**config.mk**
```make
export PLATFORM = sky130hd
export DESIGN_NAME = pipe_hazard_ctrl
export DESIGN_NICKNAME = d
export VERILOG_FILES = /design/src/rtl/pipe_hazard_ctrl.sv
export SDC_FILE = /design/constraint.sdc
export NUM_CORES = 1
export LEC_CHECK = 0
export ABC_AREA = 1
export BUFFER_PORTS_ARGS = -buffer_cell sky130_fd_sc_hd__buf_4
export CAP_MARGIN = 20
export CORE_ASPECT_RATIO = 1.2
export CORE_MARGIN = 10
export CORE_UTILIZATION = 45
export CTS_BUF_LIST = sky130_fd_sc_hd__clkbuf_4 sky130_fd_sc_hd__clkbuf_8
export CTS_CLUSTER_DIAMETER = 80
export CTS_CLUSTER_SIZE = 8
export DETAILED_ROUTE_END_ITERATION = 12
export GPL_TIMING_DRIVEN = 0
export PLACE_DENSITY_LB_ADDON = 0.2
export SLEW_MARGIN = 15
export SYNTH_ARGS = -nofsm -noshare
export SYNTH_HDL_FRONTEND = slang
export SYNTH_SLANG_ARGS = --single-unit
```
**constraint.sdc**
```tcl
create_clock -name clk_i -period 2.1 [get_ports clk_i]
set_clock_uncertainty 0.2 [all_clocks]
set_input_delay 0.21 -clock clk_i [delete_from_list [all_inputs] [get_ports clk_i]]
set_output_delay 0.21 -clock clk_i [all_outputs]
set_load 0.05 [all_outputs]
```
**src/rtl/pipe_hazard_ctrl.sv**
```systemverilog
// pipe_hazard_ctrl: prioritised stall/flush/freeze controller for the five-stage pipeline
// Ports: clk_i, start_i (async active-low reset); load-use inputs ID_EX_MemRead_i,
// ID_EX_RDaddr_i, IF_ID_RS1addr_i, IF_ID_RS2addr_i; branch_taken_i; mem_stall_i, mem_ack_i.
// Outputs: PCWrite_o, IF_ID_Write_o, IF_ID_Flush_o, ID_EX_Bubble_o, pipe_freeze_o, err_o,
// state_o (0 RUN, 1 MEM_WAIT, 2 ERROR).
// Optional macro PIPE_PERF_EN adds saturating freeze_cnt_o, bubble_cnt_o, flush_cnt_o.
module pipe_hazard_ctrl #(
    parameter int TIMEOUT = 255,
    parameter int CNT_W   = 8
) (
    input  logic        clk_i,
    input  logic        start_i,
    input  logic        ID_EX_MemRead_i,
    input  logic [4:0]  ID_EX_RDaddr_i,
    input  logic [4:0]  IF_ID_RS1addr_i,
    input  logic [4:0]  IF_ID_RS2addr_i,
    input  logic        branch_taken_i,
    input  logic        mem_stall_i,
    input  logic        mem_ack_i,
    output logic        PCWrite_o,
    output logic        IF_ID_Write_o,
    output logic        IF_ID_Flush_o,
    output logic        ID_EX_Bubble_o,
    output logic        pipe_freeze_o,
    output logic        err_o,
`ifdef PIPE_PERF_EN
    output logic [31:0] freeze_cnt_o,
    output logic [31:0] bubble_cnt_o,
    output logic [31:0] flush_cnt_o,
`endif
    output logic [1:0]  state_o
);
    typedef enum logic [1:0] {RUN = 2'd0, MEM_WAIT = 2'd1, ERROR = 2'd2} state_t;
    state_t           state, state_nx;
    logic [CNT_W-1:0] cnt, cnt_nx;
    logic [CNT_W:0]   cnt_inc;
    logic             lu, freeze;
    assign cnt_inc = {1'b0, cnt} + (CNT_W+1)'(1);
    assign lu = ID_EX_MemRead_i && ID_EX_RDaddr_i != 5'd0 &&
                (ID_EX_RDaddr_i == IF_ID_RS1addr_i || ID_EX_RDaddr_i == IF_ID_RS2addr_i);
    // An ack in MEM_WAIT releases the freeze in the same cycle so the load data is captured.
    assign freeze = (state == RUN && mem_stall_i && !mem_ack_i) ||
                    (state == MEM_WAIT && !mem_ack_i) || state == ERROR;
    always_comb begin
        state_nx = state;
        cnt_nx   = cnt;
        if (state == RUN) begin
            cnt_nx   = '0;
            state_nx = (mem_stall_i && !mem_ack_i) ? MEM_WAIT : RUN;
        end else if (state == MEM_WAIT) begin
            if (mem_ack_i) begin
                state_nx = RUN;
                cnt_nx   = '0;
            end else if (cnt_inc >= (CNT_W+1)'(TIMEOUT)) begin
                state_nx = ERROR;
            end else begin
                cnt_nx = (&cnt) ? cnt : cnt_inc[CNT_W-1:0];
            end
        end
    end
    always_ff @(posedge clk_i or negedge start_i) begin
        if (!start_i) begin
            state <= RUN;
            cnt   <= '0;
        end else begin
            state <= state_nx;
            cnt   <= cnt_nx;
        end
    end
    // A branch coinciding with a load-use stall is dropped; ID re-presents it next cycle.
    always_comb begin
        PCWrite_o      = !(freeze || lu);
        IF_ID_Write_o  = !(freeze || lu);
        ID_EX_Bubble_o = !freeze && lu;
        IF_ID_Flush_o  = !freeze && !lu && branch_taken_i;
        pipe_freeze_o  = freeze;
        err_o          = state == ERROR;
        state_o        = state;
    end
`ifdef PIPE_PERF_EN
    always_ff @(posedge clk_i or negedge start_i) begin
        if (!start_i) begin
            freeze_cnt_o <= '0;
            bubble_cnt_o <= '0;
            flush_cnt_o  <= '0;
        end else begin
            freeze_cnt_o <= freeze_cnt_o + {31'd0, pipe_freeze_o && !(&freeze_cnt_o)};
            bubble_cnt_o <= bubble_cnt_o + {31'd0, ID_EX_Bubble_o && !(&bubble_cnt_o)};
            flush_cnt_o  <= flush_cnt_o + {31'd0, IF_ID_Flush_o && !(&flush_cnt_o)};
        end
    end
`endif
endmodule

```
# After elaboration in Yosys (flattened, before gate mapping)
# Index checks and enable logic that the tools add are counted.
[op_classes]
add_sub_neg = 1
n_mul = 0
n_div = 0
order_cmp = 1
n_eq_ne = 6
n_shift = 0
n_mux = 10
n_bitwise = 0
n_reduce_logical = 24
[ops]
columns = ["op", "count"]
rows = [
  ["two-way mux 8 bit", 5],
  ["equality test 5 bit", 2],
  ["adder 8 x 1 -> 9 bit, second input constant", 1],
  ["greater-or-equal comparator 9 x 8 -> 1 bit, second input constant", 1],
  ["logical AND 1 bit", 9],
  ["two-way mux 2 bit", 4],
  ["AND reduction 8 bit", 1],
  ["inequality test 3 bit, second input constant", 2],
  ["nonzero test 5 bit", 1],
  ["logical NOT 1 bit", 4],
  ["logical OR 1 bit", 4],
  ["AND reduction 3 bit", 1],
  ["nonzero test 3 bit", 1],
  ["equality test 2 x 1 -> 1 bit, second input constant", 1],
  ["equality test 2 bit, second input constant", 1],
  ["logical NOT 2 bit", 1],
  ["AND reduction 2 bit", 1],
  ["nonzero test 2 bit", 1],
  ["two-way mux 1 bit", 1],
]
[word_totals]
regBits = 10
latch_bits = 0
ram_bits = 0
mem_bits_ro = 0
inputBits = 21
out_inout_bits = 8
elab_cells = 44
mem_count = 0

# Longest topological paths before layout
# Gate-level depths: netlist of the first run.
[depth]
ltp_word = 8
depth_mapped = 13
mapped_depth_nobuf = 13

# Worst setup path before layout of the first run
# OpenSTA, ideal clock, no wires.
[synth_path]
path_type = "register to output"
start = "register state[1] (netlist: state_o[1])"
end = "output port PCWrite_o"
t_arrival_ns = 3.103
required_time_ns = 1.690
path_slack_ns = -1.413
path_stages_with_launch = 5
path_buffers = 1
cell_sequence = "dfrtp_1 inv_1 o21ai_0 a31oi_1 buf_4"
[synth_between]
elab_chain_len = 7
word_cells_on_any_way = 10
cone_classes = "eq/ne (2); reduce/logical (8)"
[synth_lines]
columns = ["element", "line_no", "text"]
rows = [
  ["start, declared", "34", "state_t state, state_nx;"],
  ["start signal, assigned", "66", "state <= state_nx;"],
  ["logical NOT 2 bit", "42", "assign freeze = (state == RUN && mem_stall_i && !mem_ack_i) ||"],
  ["logical AND 1 bit (2 in a row)", "42", ""],
  ["logical OR 1 bit", "42", ""],
  ["logical OR 1 bit (*)", "43", "(state == MEM_WAIT && !mem_ack_i) || state == ERROR;"],
  ["via pipe_freeze_o", "24", "output logic pipe_freeze_o,"],
  ["logical OR 1 bit (*)", "n/a", ""],
  ["logical NOT 1 bit (*)", "n/a", ""],
  ["end, declared", "20", "output logic PCWrite_o,"],
]
# The timed path passes the listed nets; every way through them passes the cells marked *.

# Worst setup path in the final report of the first run
[layout_path]
start = "register state[0] (netlist: state_o[0])"
end = "output port PCWrite_o"
[layout_between]
elab_chain_len = 7
word_cells_on_any_way = 10
cone_classes = "eq/ne (2); reduce/logical (8)"
[layout_lines]
columns = ["element", "line_no", "text"]
rows = [
  ["logical NOT 2 bit", "42", ""],
  ["logical AND 1 bit (2 in a row)", "42", ""],
  ["logical OR 1 bit", "42", ""],
  ["logical OR 1 bit (*)", "43", ""],
  ["logical OR 1 bit (*)", "72", "PCWrite_o = !(freeze || lu);"],
  ["logical NOT 1 bit (*)", "72", ""],
]
# Mark *: on every way between the ends. The rest lies on a longest branch, timed or not.

==> metrics.csv, run 1 <==
stage,metric,value,unit
run_status,status,finished clean,
detailed_routing,drt total wl,2270,um
floorplanning,FP Rows,17,
pwr,worst IR drop on VDD,0.229,mV
min_path,worst min path class,in -> async,
grt,first-pass GRT wire length,4090,um
pwr,Power Total,440,uW
grt,remaining global-route overflow,0,
logic_synthesis,Cells after Synth,130,
logic_synthesis,Yosys top cell area share,28.3,%
detailed_routing,ANT nets after route,0,
timing,Slew Limit Headroom,74.1,%
pwr,Internal,338,uW
floorplanning,Die Span X,60.5,um
timing,slew of the pin with the lowest slew margin,0.389,ns
floorplanning,Die Y-Extent,68.6,um
final_layout,post-route design area,1230,sq um
setup_path,Crit path required time,1.69,ns
grt,number of global-route vias before repair,1001,
final_layout,Fillers,166,
place,placed cell area,1140,sq um
floorplanning,die area,4150,sq um
logic_synthesis,YS warnings,0,
detailed_routing,DRC viols,0,
cts,clk sinks,10,
grt,Tot GR Track Use,12.2,%
floorplanning,area of the core,1850,sq um
logic_synthesis,"Seq/Total Area, Yosys",28.3,%
cts,clk root buf,clkbuf_4,
pwr,NetSw,102,uW
logic_synthesis,post-synth top area cell,dfrtp_1,
cts,CTS Buffer Depth,2,
detailed_routing,1st-pass router iterations,4,
place,buffers added on ports,27,
setup_path,crit path kind,reg -> out,
logic_synthesis,Synth Register Bits,10,
timing,sum of negative setup slack,0,ns
setup_path,reg2reg start,cnt[1],
pwr,Leak,0.000608,uW
logic_synthesis,Area contributors post-synth,"dfrtp_1 28%, nand2_1 15%, nand3_1 11%",
final_layout,Util after Layout,66.4,%
final_layout,area grow syn2layout,38.9,%
logic_synthesis,cell area after synthesis,885,sq um
pwr,sw frac,23.2,%
place,Placer Congestion,0.760,
setup_path,Crit Path Max Fanout,6,
detailed_routing,Via Count,944,
pwr,Seq pwr share,43.7,%
cts,Worst-Skew Late Latency,0.27,ns
final_layout,Layout Nets,189,
floorplanning,IO Pins,29,
setup_path,flop2flop setup slack,0.16,ns
cts,clock transition at the registers of the reported paths,0.07,ns
pwr,PD cells,358,nW/um^2
timing,min Tclk post-route,1.96,ns
pwr,Comb power frac,15.8,%
run,total of max-cap violations,0,
pwr,Clock Power Share,40.4,%
floorplanning,starting density of the core,47.8,%
logic_synthesis,syn_nets,153,
detailed_routing,DR vias/cell,5.13,
cts,H-tree depth,1,
detailed_routing,drt wl/cell,12.3,um
grt,initial antenna violation count,0,
grt,pin count of the biggest net entering global routing,11,
setup_path,CP startpoint kind,flip-flop,
timing,final setup vio count,0,
final_layout,diodes inserted,0,
timing,endpoints failing hold,0,
setup_path,Worst R2R End,cnt[6],
cts,CTS tree,yes,
logic_synthesis,Yosys cell types,24,
final_layout,fraction of layout cells with a size suffix above 1,33.3,%
logic_synthesis,average cell area after synthesis,6.80,sq um
place,DP Wirelength,1870,um
timing,Final Cycle Share,93.4,%
setup_path,Worst setup EP type,output pin,
cts,TritonCTS Buffers,3,
timing,Final Max Slew Viols,0,
setup_path,Critical Path AT,1.55,ns
detailed_routing,initial drt markers,11,
timing,Fmax,0.510,GHz
setup_path,R2R cell count,12,
-- cell type report --
class	count	area [sq um]	area share, %
flip-flops and latches	10	254	20.7
repair buffers	31	238	19.3
plain buffers	3	32.5	2.65
well taps	19	23.8	1.93
clock buffers	4	36.3	2.95
inverters	10	37.5	3.05
multi-input cells	107	607	49.4
-- power groups by stage --
| stage | combinational (uW) | clock [uW] | sequential, uW |
|---|---|---|---|
| floorplan | 26.6 | 0 | 196 |
| global placement | 65.8 | 0 | 196 |
| detailed placement | 67.6 | 0 | 196 |
| CTS | 70.5 | 179 | 192 |
| global route | 78.2 | 189 | 192 |
| finish | 69.7 | 178 | 192 |
-- worst max-delay path: stages (launching register included) --
cell     delay (ns)
dfrtp_2        0.46
o21ai_1        0.22
o21ai_4        0.12
a31oi_4        0.17
buf_4          0.13
buf_4          0.18
-- per-layer routing --
layer	track usage, %	vias up	routed length [um]
met4	4.12	0	25
met2	20.5	29	1030
met1	14.2	419	1080
met5	0	-	0
li1	-	491	-
met3	4.20	5	137
-- cell usage in the layout, fill, tap and decap left out, drive strengths merged, types with 2 or more instances in the layout --
master       synthesis  routed
nand2               41      41
buf                  2      31
nand3               20      20
nor2                17      17
inv                 10      10
dfrtp               10      10
nor3                 8       8
xor2                 7       7
clkbuf               1       5
xnor2                2       2
o21bai               2       2
dlygate4sd3          0       2
o21ai                2       2
ha                   2       2
-- registers in the layout, summed over array words and instances (netlist names) --
| signal | cells |
|---|---|
| state_o | 2 |
| cnt | 8 |
-- cell families (layout without fill, tap and decap cells) --
family,Yosys count,in the layout,share of synthesized area (%)
fa+ha+maj,2,2,2.83
buf+inv,13,48,7.92
simple gates,90,90,48.0
compound gates,6,6,4.10
flops,10,10,28.3
xor+xnor,9,9,8.91
-- worst max-delay path by stage --
| stage | startpoint | endpoint | slack [ns] | depth (start not counted) |
|---|---|---|---|---|
| 2_1_floorplan | state_o[0] | PCWrite_o | 0.03 | 4 |
| 3_3_place_gp | cnt[0] | cnt[2] | 0.13 | 11 |
| 3_5_place_dp | cnt[0] | cnt[6] | 0.05 | 11 |
| 4_1_cts | cnt[0] | cnt[6] | 0.01 | 11 |
| 5_1_grt | cnt[1] | cnt[6] | -0.01 | 12 |
| 6_report | state_o[0] | PCWrite_o | 0.14 | 5 |
-- through the flow --
stage | hold WS [ns] | setup slack, ns | instances
floorplan | -0.286 | 0.0299 | 130
global placement | -0.156 | 0.134 | 176
detailed placement | -0.153 | 0.0539 | 176
CTS | 0.0799 | 0.0118 | 182
global route | 0.0937 | -0.0125 | 184
finish | 0.0826 | 0.139 | 184
-- repair_timing --
item,4_1_cts,5_1_grt
buffers inserted,0,2
resized for setup,0,4
hold endpoints to repair,11,0
setup endpoints to repair,0,9
hold buffers,2,0
-- cell usage after synthesis (all sizes together) --
library cell / number
or2: 1
xnor2: 2
nor3b: 1
buf: 2
a21oi: 1
ha: 2
nor3: 8
dfrtp: 10
nor4: 1
o21ai: 2
nand2: 41
o21bai: 2
a31oi: 1
inv: 10
nand3: 20
and3b: 1
xor2: 7
nor2: 17
clkbuf: 1
No activity file was read; power rests on OpenSTA's default activity.
==> run 2: changes to the inputs <==
--- a/config.mk
+++ b/config.mk
@@ -11,12 +11,13 @@
 export CORE_ASPECT_RATIO = 1.2
 export CORE_MARGIN = 10
 export CORE_UTILIZATION = 45
-export CTS_BUF_LIST = sky130_fd_sc_hd__clkbuf_4 sky130_fd_sc_hd__clkbuf_8
+export CTS_BUF_LIST = sky130_fd_sc_hd__clkbuf_16
 export CTS_CLUSTER_DIAMETER = 80
 export CTS_CLUSTER_SIZE = 8
 export DETAILED_ROUTE_END_ITERATION = 12
+export GPL_ROUTABILITY_DRIVEN = 0
 export GPL_TIMING_DRIVEN = 0
-export PLACE_DENSITY_LB_ADDON = 0.2
+export PLACE_DENSITY = 0.71
 export SLEW_MARGIN = 15
 export SYNTH_ARGS = -nofsm -noshare
 export SYNTH_HDL_FRONTEND = slang
==> metrics.csv, run 2 (synthesized netlist as in run 1, its figures left out) <==
stage,metric,value,unit,change
run_status,status,finished clean,,
timing,Final Cycle Share,94.3,%,+0.92 points
grt,first-pass GRT wire length,4050,um,-1.0%
floorplanning,FP Rows,17,,unchanged
detailed_routing,initial drt markers,19,,+8
setup_path,Worst setup EP type,flip-flop,,
floorplanning,IO Pins,29,,unchanged
pwr,Leak,0.000616,uW,+1.3%
run,total of max-cap violations,0,,unchanged
timing,Min Hold Slack,0.0246,ns,-0.0580 ns
detailed_routing,1st-pass router iterations,4,,unchanged
setup_path,Crit Path Max Fanout,9,,+3
timing,sum of negative setup slack,0,ns,unchanged
setup_path,Crit path required time,2.07,ns,+0.38 ns
place,DP Wirelength,2000,um,+6.8%
grt,Tot GR Track Use,12.2,%,about the same
final_layout,Util after Layout,67.7,%,+1.4 points
cts,TritonCTS Buffers,3,,unchanged
place,buffers added on ports,27,,unchanged
final_layout,"commonest non-fill, non-tap cell in the layout",nand2_1,,
timing,Final Max Slew Viols,0,,unchanged
timing,Slew Limit Headroom,71.3,%,-2.8 points
cts,CTS tree,yes,,
grt,initial antenna violation count,0,,unchanged
detailed_routing,drt total wl,2480,um,+9.3%
cts,H-tree depth,1,,unchanged
cts,clk sinks,10,,unchanged
final_layout,Layout Nets,187,,-1.1%
floorplanning,starting density of the core,47.8,%,unchanged
floorplanning,Die Span X,60.5,um,unchanged
timing,final setup vio count,0,,unchanged
final_layout,diodes inserted,0,,unchanged
min_path,worst min path class,in -> reg,,
cts,CTS Buffer Depth,2,,unchanged
final_layout,Fillers,167,,+0.60%
final_layout,area grow syn2layout,41.7,%,
timing,endpoints failing hold,0,,unchanged
cts,clock transition at the registers of the reported paths,0.04,ns,-0.03 ns
place,cell count after placement,176,,unchanged
detailed_routing,Via Count,960,,+1.7%
final_layout,most frequent cells in the layout,"36 x nand2_1, 29 x buf_4, 19 x nand3_1, 11 x nor2_1, 10 x inv_1",,
detailed_routing,drt wl/cell,13.6,um,+11%
pwr,PD cells,485,nW/um^2,+35%
setup_path,CP startpoint kind,flip-flop,,
pwr,worst IR drop on VDD,0.511,mV,+120%
cts,Worst-Skew Late Latency,0.24,ns,-0.03 ns
timing,min Tclk post-route,1.98,ns,+0.0192 ns
grt,remaining global-route overflow,0,,unchanged
cts,clk root buf,clkbuf_16,,
detailed_routing,ANT nets after route,0,,unchanged
final_layout,fraction of layout cells with a size suffix above 1,32.5,%,-0.82 points
setup_path,crit path kind,reg -> reg,,
setup_path,flop2flop setup slack,0.12,ns,-0.04 ns
timing,slew of the pin with the lowest slew margin,0.430,ns,+0.0414 ns
final_layout,Largest Register,cnt,,
floorplanning,Die Y-Extent,68.6,um,unchanged
grt,pin count of the biggest net entering global routing,11,,unchanged
timing,Fmax,0.505,GHz,-0.97%
floorplanning,die area,4150,sq um,unchanged
setup_path,Critical Path AT,1.95,ns,+0.40 ns
detailed_routing,DR vias/cell,5.27,,+2.8%
grt,number of global-route vias before repair,975,,-2.6%
final_layout,max reg flops,8,,unchanged
final_layout,Layout Cells excl Fill,182,,-1.1%
floorplanning,area of the core,1850,sq um,unchanged
detailed_routing,DRC viols,0,,unchanged
==> run 2: path summary, 6_finish.rpt <==
check	from	to	cells past startpoint
worst min register to register	cnt[7]	cnt[7]	2
worst min-delay path	mem_stall_i	state_o[0]	3
worst max-delay path	cnt[0]	cnt[0]	11
worst max register to register	cnt[0]	cnt[0]	11
max in group asynchronous	start_i	state_o[0]	2
min in group asynchronous	start_i	cnt[2]	2
==> run 2: through the flow <==
stage               setup slack [ns]  cell area (sq um)  power (uW)
CTS                           0.0522               1230         608
floorplan                     0.0299                916         223
detailed placement            0.0772               1140         265
finish                         0.120               1250         608
global route                 -0.0210               1250         622
global placement               0.104               1140         263
==> run 2: repair_timing <==
action	in CTS	in global routing
gates resized for setup	0	4
hold buffers	1	0
endpoints found under the setup margin	0	9
endpoints found under the hold margin	10	0
setup buffers	0	1
==> run 2: worst max-delay path: stages (launching register included) <==
cell	delay, ns
dfrtp_2	0.40
inv_1	0.07
ha_1	0.31
o21bai_1	0.13
nand3_1	0.11
nor2_2	0.15
nand3_2	0.10
nand2_2	0.09
nand2_4	0.11
nand2_8	0.12
nand2_1	0.06
nand2_1	0.06
==> run 2: where the power goes <==
part           internal (uW)  leakage (uW)  switching [uW]
sequential               193      0.000131               0
clock                    250     0.0000385            94.8
combinational           39.0      0.000446            30.2
total                    483      0.000616             125
==> run 2: area by class of cell <==
class | instances | area (sq um) | area share (%)
Multi-Input combinational cell | 107 | 607 | 48.4
Tap cell | 19 | 23.8 | 1.90
Clock buffer | 3 | 75.1 | 5.99
Timing Repair Buffer | 29 | 220 | 17.6
Clock inverter | 1 | 3.75 | 0.299
Sequential cell | 10 | 254 | 20.3
Inverter | 10 | 37.5 | 2.99
Buffer | 3 | 32.5 | 2.59
==> run 2: routing by layer <==
layer,vias to the layer above,wire [um],track usage (%),part of all wire [%]
li1,484,-,-,-
met1,439,1010,12.6,41
met4,0,32,4.12,1.3
met2,33,1290,22.7,52
met3,4,146,3.84,5.9
met5,-,0,0,0
==> run 3: changes to the inputs <==
==> constraint.sdc (replaced) <==
create_clock -name clk_i -period 2.1 [get_ports clk_i]
set_clock_uncertainty 0.2 [all_clocks]
set_input_delay 0.42 -clock clk_i [delete_from_list [all_inputs] [get_ports clk_i]]
set_output_delay 0.42 -clock clk_i [all_outputs]
set_load 0.05 [all_outputs]
==> metrics.csv, run 3 (synthesized netlist as in run 1, its figures left out) <==
stage,metric,value,unit,change
run_status,status,finished with violations,,
run_status,failing checks,negative setup slack,,
floorplanning,starting density of the core,47.8,%,unchanged
detailed_routing,initial drt markers,20,,+1
timing,worst setup margin,-0.0344,ns,-0.154 ns
timing,final setup vio count,1,,+1
detailed_routing,DR vias/cell,5.46,,+3.5%
grt,Tot GR Track Use,12.1,%,-0.087 points
cts,TritonCTS Buffers,3,,unchanged
setup_path,CP startpoint kind,input port,,
setup_path,crit path kind,in -> out,,
timing,sum of negative setup slack,-0.0344,ns,-0.0344 ns
cts,H-tree depth,1,,unchanged
cts,Worst-Skew Late Latency,0.24,ns,about the same
grt,first-pass GRT wire length,4100,um,+1.2%
setup_path,"Cell Chain, Critical Path",buf_6 > or2_4 > a21oi_2 > nand3_1 > nand2_2 > nand3_2 > and3b_2 > buf_8,,
final_layout,most frequent cells in the layout,"35 x nand2_1, 22 x buf_4, 18 x nand3_1, 11 x nor2_1",,
pwr,PD cells,459,nW/um^2,-5.3%
grt,remaining global-route overflow,0,,unchanged
final_layout,diodes inserted,0,,unchanged
floorplanning,die area,4150,sq um,unchanged
cts,CTS tree,yes,,
final_layout,Fillers,150,,-10%
setup_path,Crit path required time,1.48,ns,-0.59 ns
floorplanning,FP Rows,17,,unchanged
timing,min Tclk post-route,2.13,ns,+0.154 ns
detailed_routing,Via Count,999,,+4.1%
floorplanning,Die Y-Extent,68.6,um,unchanged
setup_path,CP max-delay cell,or2_4,,
cts,CTS Buffer Depth,2,,unchanged
detailed_routing,1st-pass router iterations,5,,+1
grt,initial antenna violation count,0,,unchanged
setup_path,worst stage delay on the critical path,0.23,ns,-0.17 ns
detailed_routing,DRC viols,0,,unchanged
timing,endpoints failing hold,0,,unchanged
final_layout,Layout Cells excl Fill,183,,+0.55%
cts,clock transition at the registers of the reported paths,0.04,ns,about the same
place,DP Wirelength,1900,um,-5.1%
place,placed cell area,1150,sq um,+0.77%
detailed_routing,ANT nets after route,0,,unchanged
final_layout,area grow syn2layout,50.6,%,
timing,Final Max Slew Viols,0,,unchanged
detailed_routing,drt total wl,2560,um,+3.2%
setup_path,Worst setup EP type,output pin,,
final_layout,fraction of layout cells with a size suffix above 1,37.8,%,+5.3 points
grt,number of global-route vias before repair,1001,,+2.7%
cts,clk root buf,clkbuf_16,,
setup_path,Crit Path Max Fanout,2,,-7
setup_path,Critical Path AT,1.51,ns,-0.44 ns
final_layout,"commonest non-fill, non-tap cell in the layout",nand2_1,,
floorplanning,Die Span X,60.5,um,unchanged
final_layout,Util after Layout,72.0,%,+4.3 points
timing,RSZ-0062 raised after global routing,true,,
timing,Fmax,0.469,GHz,-7.2%
place,cell count after placement,176,,unchanged
detailed_routing,drt wl/cell,14.0,um,+2.6%
place,buffers added on ports,27,,unchanged
pwr,Power Total,612,uW,+0.67%
timing,Slew Limit Headroom,72.5,%,+1.2 points
final_layout,Layout Nets,188,,+0.53%
grt,pin count of the biggest net entering global routing,11,,unchanged
final_layout,Largest Register,cnt,,
floorplanning,area of the core,1850,sq um,unchanged
timing,Final Cycle Share,102,%,+7.3 points
cts,clk sinks,10,,unchanged
floorplanning,IO Pins,29,,unchanged
timing,slew of the pin with the lowest slew margin,0.412,ns,-0.0178 ns
final_layout,max reg flops,8,,unchanged
pwr,worst IR drop on VDD,0.361,mV,-29%
final_layout,post-route design area,1330,sq um,+6.3%
run,total of max-cap violations,0,,unchanged
min_path,worst min path class,in -> reg,,
pwr,Leak,0.000616,uW,about the same
[run 3: final timing paths]
check,start,end,slack [ns],cells past startpoint
max,IF_ID_RS1addr_i[1],IF_ID_Flush_o,-0.03,8
min,mem_stall_i,state_o[0],0.25,3
max reg2reg,cnt[0],cnt[5],0.15,11
min reg2reg,cnt[6],cnt[6],0.29,2
max in group asynchronous,start_i,state_o[1],1.18,2
min in group asynchronous,start_i,cnt[1],0.36,2
[run 3: worst max-delay path: cells and delay by family]
family / cells / cell delay, ns
AO/OA/AOI/OAI: 1 / 0.11
buffers and inverters: 2 / 0.24
AND/OR/NAND/NOR: 5 / 0.74
[run 3: what timing repair did]
action | 4_1_cts | 5_1_grt
resized for setup | 9 | 11
buffers inserted | 0 | 1
cloned | 0 | 1
endpoints found under the setup margin | 4 | 11
hold buffers | 1 | 0
pin swaps | 5 | 5
hold endpoints to repair | 10 | 0
[run 3: metrics by stage]
step,hold slack (ns),setup slack (ns)
6_report,0.251,-0.0344
5_1_grt,0.287,-0.0913
4_1_cts,0.251,-0.0529
3_5_place_dp,0.0614,-0.241
3_3_place_gp,0.0591,-0.233
2_1_floorplan,-0.0756,-0.0751
[run 3: layout make-up]
type,instances,area [sq um],share of cell area [%]
well taps,19,23.8,1.78
clock inverters,1,3.75,0.282
flip-flops and latches,10,255,19.2
clock buffers,3,75.1,5.63
plain buffers,3,36.3,2.72
inverters,10,37.5,2.82
repair buffers,29,250,18.8
multi-input cells,108,651,48.8
[run 3: layer usage]
| metal | GRT usage [%] | wire length [um] | vias to the layer above |
|---|---|---|---|
| met4 | 1.65 | 0 | 0 |
| met3 | 3.66 | 122 | 0 |
| li1 | - | - | 488 |
| met2 | 23.5 | 1390 | 29 |
| met5 | 0 | 0 | - |
| met1 | 12.8 | 1050 | 482 |
[run 3: report_power, final]
part / switching, uW / internal, uW
logic: 33.2 / 42.9
clock network: 92.1 / 250
registers: 0 / 193
total: 125 / 486
